--- src/rtl/ldpc_syndrome_iter.sv ---
// ldpc_syndrome_iter: streaming LDPC syndrome check with per-iteration report and early-stop decision.
// Ports:
//   clk, xrst       clock (rising edge) and asynchronous active-low reset
//   i_start         pulse: abort any frame and begin a new one at iteration 1
//   i_data/i_val    one check row per beat, ROW_WEIGHT signed LLR lanes
//   i_rdy           high while accumulating rows
//   o_val/o_rdy     iteration report handshake
//   o_pass          every check of the iteration satisfied
//   o_fail_cnt      number of unsatisfied checks
//   o_iter          1-based iteration number of the report
//   o_stop          o_pass or last allowed iteration
module ldpc_syndrome_iter #(
    parameter int CHECK_NUM  = 4,
    parameter int ROW_WEIGHT = 4,
    parameter int WIDTH      = 8,
    parameter int MAX_ITER   = 10
) (
    input  logic                              clk,
    input  logic                              xrst,
    input  logic                              i_start,
    input  logic [ROW_WEIGHT*WIDTH-1:0]       i_data,
    input  logic                              i_val,
    output logic                              i_rdy,
    output logic                              o_val,
    input  logic                              o_rdy,
    output logic                              o_pass,
    output logic [$clog2(CHECK_NUM+1)-1:0]    o_fail_cnt,
    output logic [$clog2(MAX_ITER+1)-1:0]     o_iter,
    output logic                              o_stop
);
    localparam int FW = $clog2(CHECK_NUM + 1);
    localparam int IW = $clog2(MAX_ITER + 1);
    localparam int RW = $clog2(CHECK_NUM);
    localparam logic [RW-1:0] LAST_ROW = RW'(CHECK_NUM - 1);
    localparam logic [IW-1:0] LAST_ITER = IW'(MAX_ITER);
    localparam logic [IW-1:0] ONE_ITER = IW'(1);

    typedef enum logic [1:0] {IDLE, ACCUM, REPORT} state_t;

    state_t          r_state;
    logic [RW-1:0]   r_row;
    logic [FW-1:0]   r_fail;
    logic [IW-1:0]   r_iter;
    logic            w_par;
    logic [FW-1:0]   w_sum;
    logic            w_pass;

    // A lane decides 1 when its LLR is negative or exactly zero.
    always_comb begin
        w_par = 1'b0;
        for (int k = 0; k < ROW_WEIGHT; k++)
            w_par = w_par ^ (i_data[k*WIDTH+WIDTH-1] | ~|i_data[k*WIDTH +: WIDTH]);
    end

    assign w_sum  = r_fail + {{(FW-1){1'b0}}, w_par};
    assign w_pass = (w_sum == '0);
    assign i_rdy  = (r_state == ACCUM);

    always_ff @(posedge clk or negedge xrst) begin
        if (!xrst) begin
            r_state    <= IDLE;
            r_row      <= '0;
            r_fail     <= '0;
            r_iter     <= '0;
            o_val      <= 1'b0;
            o_pass     <= 1'b0;
            o_fail_cnt <= '0;
            o_iter     <= '0;
            o_stop     <= 1'b0;
        end else if (i_start) begin
            r_state    <= ACCUM;
            r_row      <= '0;
            r_fail     <= '0;
            r_iter     <= ONE_ITER;
            o_val      <= 1'b0;
            o_pass     <= 1'b0;
            o_fail_cnt <= '0;
            o_iter     <= '0;
            o_stop     <= 1'b0;
        end else begin
            case (r_state)
                ACCUM: if (i_val) begin
                    r_row  <= (r_row == LAST_ROW) ? '0 : r_row + RW'(1);
                    r_fail <= w_sum;
                    if (r_row == LAST_ROW) begin
                        r_state    <= REPORT;
                        o_val      <= 1'b1;
                        o_pass     <= w_pass;
                        o_fail_cnt <= w_sum;
                        o_iter     <= r_iter;
                        o_stop     <= w_pass | (r_iter == LAST_ITER);
                    end
                end
                REPORT: if (o_rdy) begin
                    r_state    <= o_stop ? IDLE : ACCUM;
                    r_iter     <= o_stop ? r_iter : r_iter + ONE_ITER;
                    r_row      <= '0;
                    r_fail     <= '0;
                    o_val      <= 1'b0;
                    o_pass     <= 1'b0;
                    o_fail_cnt <= '0;
                    o_iter     <= '0;
                    o_stop     <= 1'b0;
                end
                default: ;
            endcase
        end
    end
endmodule
--- config.mk ---
export PLATFORM = sky130hd
export DESIGN_NAME = ldpc_syndrome_iter
export DESIGN_NICKNAME = d
export VERILOG_FILES = /design/src/rtl/ldpc_syndrome_iter.sv
export SDC_FILE = /design/constraint.sdc
export NUM_CORES = 1
export LEC_CHECK = 0
export ABC_AREA = 1
export CORE_UTILIZATION = 45
export CTS_BUF_LIST = sky130_fd_sc_hd__clkbuf_4
export DETAILED_ROUTE_END_ITERATION = 6
export GPL_ROUTABILITY_DRIVEN = 0
export GPL_TIMING_DRIVEN = 0
export HOLD_SLACK_MARGIN = 0.08
export PLACE_DENSITY = 0.81
export SLEW_MARGIN = 30
export SYNTH_ARGS = -nofsm -noshare
export SYNTH_HDL_FRONTEND = slang
export SYNTH_SLANG_ARGS = --single-unit
--- constraint.sdc ---
create_clock -name clk -period 1.6 [get_ports clk]
set_input_delay 0.48 -clock clk [delete_from_list [all_inputs] [get_ports clk]]
set_output_delay 0.48 -clock clk [all_outputs]
set_load 0.05 [all_outputs]
==> flow_metrics.env, run 1 <==
export IMPL_dieArea_mm2=0.002932
export IMPL_slew_violations=0
export IMPL_hpwl_um=2273
export IMPL_worst_slack_ps=-174.1
export IMPL_antenna_found_initial=0
export IMPL_die_w_um=54.15
export IMPL_synth_fa_ha_area_frac=0.05112
export IMPL_netlist_instances=156
export IMPL_netlist_area_mm2=0.001224
export IMPL_crit_path_start_kind="input port"
export IMPL_io_pin_count=48
export IMPL_fin_crit_sh=1.109
export IMPL_synthMuxAreaShare=0
export IMPL_synth_xor_area_frac=0.01431
export IMPL_syn_nets=198
export IMPL_clock_skew_ps=5.065
export IMPL_ir_drop_mv=1.230
export IMPL_hold_ws_ps=103.2
export IMPL_yosysSeqAreaShare=0.4090
export IMPL_synth_cell_type_count=25
export IMPL_die_h_um=54.15
export IMPL_hold_viol_final=0
export IMPL_ys_top_cells_by_count="nand2_1 (45), nor2_1 (25), dfrtp_1 (20)"
export IMPL_relSlewSlack=0.6954
export IMPL_clk_path_buf_depth=2
export IMPL_fin_tns_setup_ps=-654.2
export IMPL_wl_per_cell_um=12.63
export IMPL_drc=0
export IMPL_vias=1203
export IMPL_endpoint_kind="flop"
export IMPL_worst_ep_arrival_time_ps=2010
export IMPL_cts_clk_slew_worst_paths_ps=110
export IMPL_finalSetupViolations=5
export IMPL_drt_iter0_drc=25
export IMPL_cap_violations=0
export IMPL_fin_crit_ps=1774
export IMPL_first_pass_iters=5
export IMPL_core_area_mm2=0.002522
export IMPL_ys_ff_latch=20
export IMPL_r2r_cells=9
export IMPL_num_fill_cells=191
export IMPL_async_reset_ff_frac=1.000
export IMPL_clock_fmax_ghz=0.5637
export IMPL_synth_most_common_cell="nand2_1"
export IMPL_status="finished, violations left"
export IMPL_grt_pass1_vias=1068
export IMPL_timing_worst_slew_pin_value_ps=457.0
export IMPL_grt_ovfl_total=0
export IMPL_synth_compound_area_frac=0.1278
export IMPL_clk_latency_ps=300
export IMPL_synth_simple_area_share=0.3292
export IMPL_grt_setup_unrepaired="yes"
export IMPL_placed_cell_area_mm2=0.001767
export IMPL_cts_sinks=20
export IMPL_synth_top_family_by_area="simple AND/OR/NAND/NOR gates"
export IMPL_report_power_total_mw=2.434
export IMPL_synth_top_area_frac=0.4090
export IMPL_postLayoutCoreUtil=0.7470
export IMPL_synth_top_area_cell="dfrtp_1"
export IMPL_final_cell_area_mm2=0.001884
export IMPL_grt_use_total=0.2247
export IMPL_synth_edff_count=0
export IMPL_cts_tree="yes"
export IMPL_cts_hold_buf=0
export IMPL_hold_class="in -> async"
export IMPL_postRouteWirelength_um=3006
export IMPL_crit_type="in -> reg"
export IMPL_diodes=0
export IMPL_ys_warn_count=0
export IMPL_total_leakage_power_nw=0.8795
export IMPL_numPortBuffers=46
export IMPL_synth_area_per_cell_um2=7.844
export IMPL_ys_flop_type="dfrtp_1"
export IMPL_grt_pass1_wl_um=4664
export IMPL_rows=18
export IMPL_h_tree_depth=1
export IMPL_p_per_area_mw_per_mm2=1291
export IMPL_numCtsBuffers=3
export IMPL_syn_to_final_growth_pct=53.99
export IMPL_cp_max_fo=2
export IMPL_worstPathRequired_ps=1840
export IMPL_initial_core_util=0.4851
export IMPL_violations="negative setup slack"
export IMPL_dpl_cell_count=232
export IMPL_drive_above_1_share=0.4856
export IMPL_place_ws_ps=-827.5
export IMPL_nNetsFinal=251
export IMPL_grt_max_degree=21
export IMPL_final_cells=238
export IMPL_viasPerCell=5.055
export IMPL_synth_area_leaders="dfrtp_1 (41%), nand2_1 (14%), nor2_1 (7.7%)"
export IMPL_cts_root_buffer="clkbuf_4"
export IMPL_ant_nets=0
## registers in the layout, summed over array words and instances, names as in the netlist, 2 cells and up
signal / flops
r_fail: 3
r_iter: 4
o_iter: 4
o_fail_cnt: 3
r_row: 2
## worst max-delay path: stages
cell and delay, ps:
buf_6 100, nor2_4 90, nand2_2 60, o21bai_1 130
nand2_1 60, nand2_1 90, inv_1 40, nand2_1 50
nand2_1 50, ha_2 180, ha_4 160, xnor2_2 140
nor3_2 190, inv_2 70, o21ai_1 120
## worst paths after layout
kind	from	end	slack [ps]
setup reg to reg	r_state[0]	o_pass	150
min in group clk	i_start	r_iter[1]	490
max in group asynchronous	xrst	o_val	1150
hold / removal	xrst	o_iter[2]	100
setup / recovery	i_data[28]	r_fail[2]	-170
hold reg to reg	o_fail_cnt[1]	o_fail_cnt[1]	500
## kinds of logic after synthesis
group                    after synthesis
AND/OR/NAND/NOR                       86
AO/OA/AOI/OAI                         25
flip-flops                            20
buffers and inverters                 18
adder cells (fa/ha/maj)                5
XOR/XNOR                               2
## power by group
part | switching, mW | internal, mW
Clock | 0.154 | 0.0911
Sequential | 0.141 | 0.662
Combinational | 0.865 | 0.521
Total | 1.16 | 1.27
## routing by layer
| layer | track usage | vias up | part of all wire |
|---|---|---|---|
| met5 | 0 | - | 0 |
| met4 | 0.07265 | 0 | 0.0093 |
| met3 | 0.05367 | 5 | 0.035 |
| met2 | 0.3638 | 28 | 0.51 |
| met1 | 0.2909 | 567 | 0.44 |
| li1 | - | 603 | - |
## layout make-up
cell class                 count  area (um^2)  area share
multi-input combinational    118        807.0      0.4283
clock inverter                 1        3.754    0.001992
clock buffer                   3        22.52     0.01195
sequential                    20        501.7      0.2663
inverter                      15        66.31     0.03519
tap                           30        37.54     0.01992
timing repair buffer          48        421.7      0.2238
buffer                         3        23.77     0.01262
## repair_timing
item	4_1_cts	5_1_grt
buffers inserted	2	0
setup endpoints to repair	19	9
endpoints found under the hold margin	0	0
resized for setup	164	19
pin swaps	13	5
## cell usage in the layout (no fill, tap or decap), types with 2 or more instances in the layout
master / n
inv_4: 2
nor2_1: 10
clkbuf_4: 3
nand2_2: 12
o21ai_0: 8
inv_1: 11
o31ai_1: 2
nor2_8: 2
nor2_2: 8
nand3_1: 3
buf_4: 2
dfrtp_1: 19
dlygate4sd2_1: 4
buf_6: 15
buf_2: 18
nand2_1: 36
nor2_4: 8
nand2_4: 3
o21ai_1: 5
clkdlybuf4s15_2: 9
o21bai_4: 2
ha_1: 3
o21ai_2: 6
clkdlybuf4s50_1: 2
(Power assumes the default switching activity.)
==> inputs of run 2 (changes only) <==
CORE_UTILIZATION = 48   (was 45)
PLACE_DENSITY = 0.86   (was 0.81)
clock period = 2.1 ns   (was 1.6 ns; I/O delays follow)
==> flow_metrics.env, run 2 (synthesized netlist as in run 1, its figures left out) <==
export IMPL_status="finished clean"
export IMPL_final_cell_mix="nand2_1 (38), clkbuf_2 (24), nor2_1 (21)"
export IMPL_swShare=0.4922
export IMPL_cts_setup_buffers=0
export IMPL_power_switching_mw=0.8513
export IMPL_io_pin_count=48
export IMPL_p_seq_frac=0.352
export IMPL_grt_ovfl_total=0
export IMPL_fin_crit_sh=0.9480
export IMPL_core_area_mm2=0.002297
export IMPL_reg_top3="o_iter (4), r_iter (4)"
export IMPL_hold_ws_ps=242.3
export IMPL_p_per_area_mw_per_mm2=1026
export IMPL_ant_nets=0
export IMPL_die_h_um=52.49
export IMPL_clock_skew_ps=1.203
export IMPL_grt_pass1_vias=1188
export IMPL_relSlewSlack=0.6589
export IMPL_place_ws_ps=-608.4
export IMPL_p_int_mw=0.8781
export IMPL_fin_tns_setup_ps=0
export IMPL_grt_setup_unrepaired="no"
export IMPL_clk_latency_ps=310
export IMPL_hpwl_um=2398
export IMPL_dieArea_mm2=0.002755
export IMPL_cts_sinks=20
export IMPL_antenna_found_initial=0
export IMPL_cp_max_fo=3
export IMPL_postRouteWirelength_um=3075
export IMPL_num_fill_cells=187
export IMPL_final_common_cell="nand2_1"
export IMPL_grt_pass1_wl_um=5099
export IMPL_cpMaxStageDelayCell="dfrtp_1"
export IMPL_viasPerCell=5.052
export IMPL_clock_fmax_ghz=0.5023
export IMPL_report_power_total_mw=1.729
export IMPL_rows=17
export IMPL_slowest_delay_ps=420
export IMPL_path_buf_inv=3
export IMPL_pwr_share_clk=0.109
export IMPL_ir_drop_mv=0.8155
export IMPL_dpl_cell_count=230
export IMPL_numCtsBuffers=3
export IMPL_grt_use_total=0.2596
export IMPL_final_cells=233
export IMPL_slew_violations=0
export IMPL_final_cell_area_mm2=0.001685
export IMPL_cts_root_buffer="clkbuf_4"
export IMPL_drc=0
export IMPL_hold_viol_final=0
export IMPL_crit_path_start_kind="flop"
export IMPL_worstPathRequired_ps=1470
export IMPL_comb_power_share=0.539
export IMPL_fin_crit_ps=1991
export IMPL_cts_clk_slew_worst_paths_ps=110
export IMPL_clk_path_buf_depth=2
export IMPL_endpoint_kind="output port"
export IMPL_nNetsFinal=249
export IMPL_vias=1177
export IMPL_initial_core_util=0.5327
export IMPL_first_pass_iters=4
export IMPL_finalSetupViolations=0
export IMPL_worst_ep_arrival_time_ps=1360
export IMPL_cap_violations=0
export IMPL_crit_type="reg -> out"
export IMPL_worst_slack_ps=109.2
export IMPL_drt_iter0_drc=10
export IMPL_path_delay_family="buffers and inverters"
export IMPL_total_leakage_power_nw=0.8717
export IMPL_drive_above_1_share=0.3366
export IMPL_die_w_um=52.49
export IMPL_wl_per_cell_um=13.20
export IMPL_h_tree_depth=1
export IMPL_numPortBuffers=46
export IMPL_postLayoutCoreUtil=0.7337
export IMPL_crit_chain="inv_2, nand2_2, clkinv_2, clkdlybuf4s15_2"
export IMPL_timing_worst_slew_pin_value_ps=513.7
export IMPL_placed_cell_area_mm2=0.001719
export IMPL_grt_max_degree=21
export IMPL_diodes=0
export IMPL_cts_tree="yes"
export IMPL_hold_class="in -> async"
export IMPL_syn_to_final_growth_pct=37.73
[run 2: cell count changes in the layout (fill, tap and decap cells not counted), sizes merged]
cell,change
clkdlybuf4s15,-5
dlymetal6s2s,+1
dlygate4sd2,+9
clkbuf,+24
buf,-31
clkinv,-1
[run 2: what timing repair did]
action / in CTS / in global routing
endpoints found under the setup margin: 16 / 6
cloned: 0 / 0
pin swaps: 45 / 46
resized for setup: 69 / 51
hold buffers: 0 / 0
[run 2: worst register-to-register path, stage by stage, from the launching register on]
cell     delay (ps)
dfrtp_1         410
ha_1            250
nor3_4          260
nor2_8           80
inv_4            70
buf_6           140
nand2_1          60
o21ai_1          80
[run 2: power groups by stage]
| stage | combinational [mW] | sequential, mW | clock (mW) |
|---|---|---|---|
| after global placement | 0.925 | 0.603 | 0 |
| after CTS | 0.909 | 0.606 | 0.186 |
| after global routing | 1.02 | 0.622 | 0.197 |
| after floorplan | 0.451 | 0.800 | 0 |
| final | 0.933 | 0.608 | 0.188 |
| after detailed placement | 0.951 | 0.615 | 0 |
[run 2: layout make-up]
class                   count  area (um^2)  area share
multi-input cells         118        725.7      0.4306
clock buffers               3        22.52     0.01336
flip-flops and latches     20        500.5      0.2970
plain buffers               3        23.77     0.01411
repair buffers             46        317.8      0.1886
inverters                  15        60.06     0.03563
well taps                  28        35.03     0.02079
[run 2: final timing paths]
kind / start / to / slack (ps) / cells past startpoint
worst max-delay path: o_val / i_rdy / 110 / 4
worst min-delay path: xrst / o_stop / 240 / 1
worst max register to register: r_row[0] / o_pass / 660 / 7
worst min register to register: o_fail_cnt[0] / o_fail_cnt[0] / 500 / 2
max in group asynchronous: xrst / r_iter[0] / 1550 / 1
min in group clk: o_fail_cnt[0] / o_fail_cnt[0] / 500 / 2
[run 2: routing by layer]
metal | track usage | routed length (um) | vias up
met2 | 0.4684 | 1613 | 28
met1 | 0.2813 | 1245 | 544
met4 | 0.1009 | 89 | 0
met3 | 0.07536 | 126 | 10
li1 | - | - | 595
met5 | 0 | 0 | -
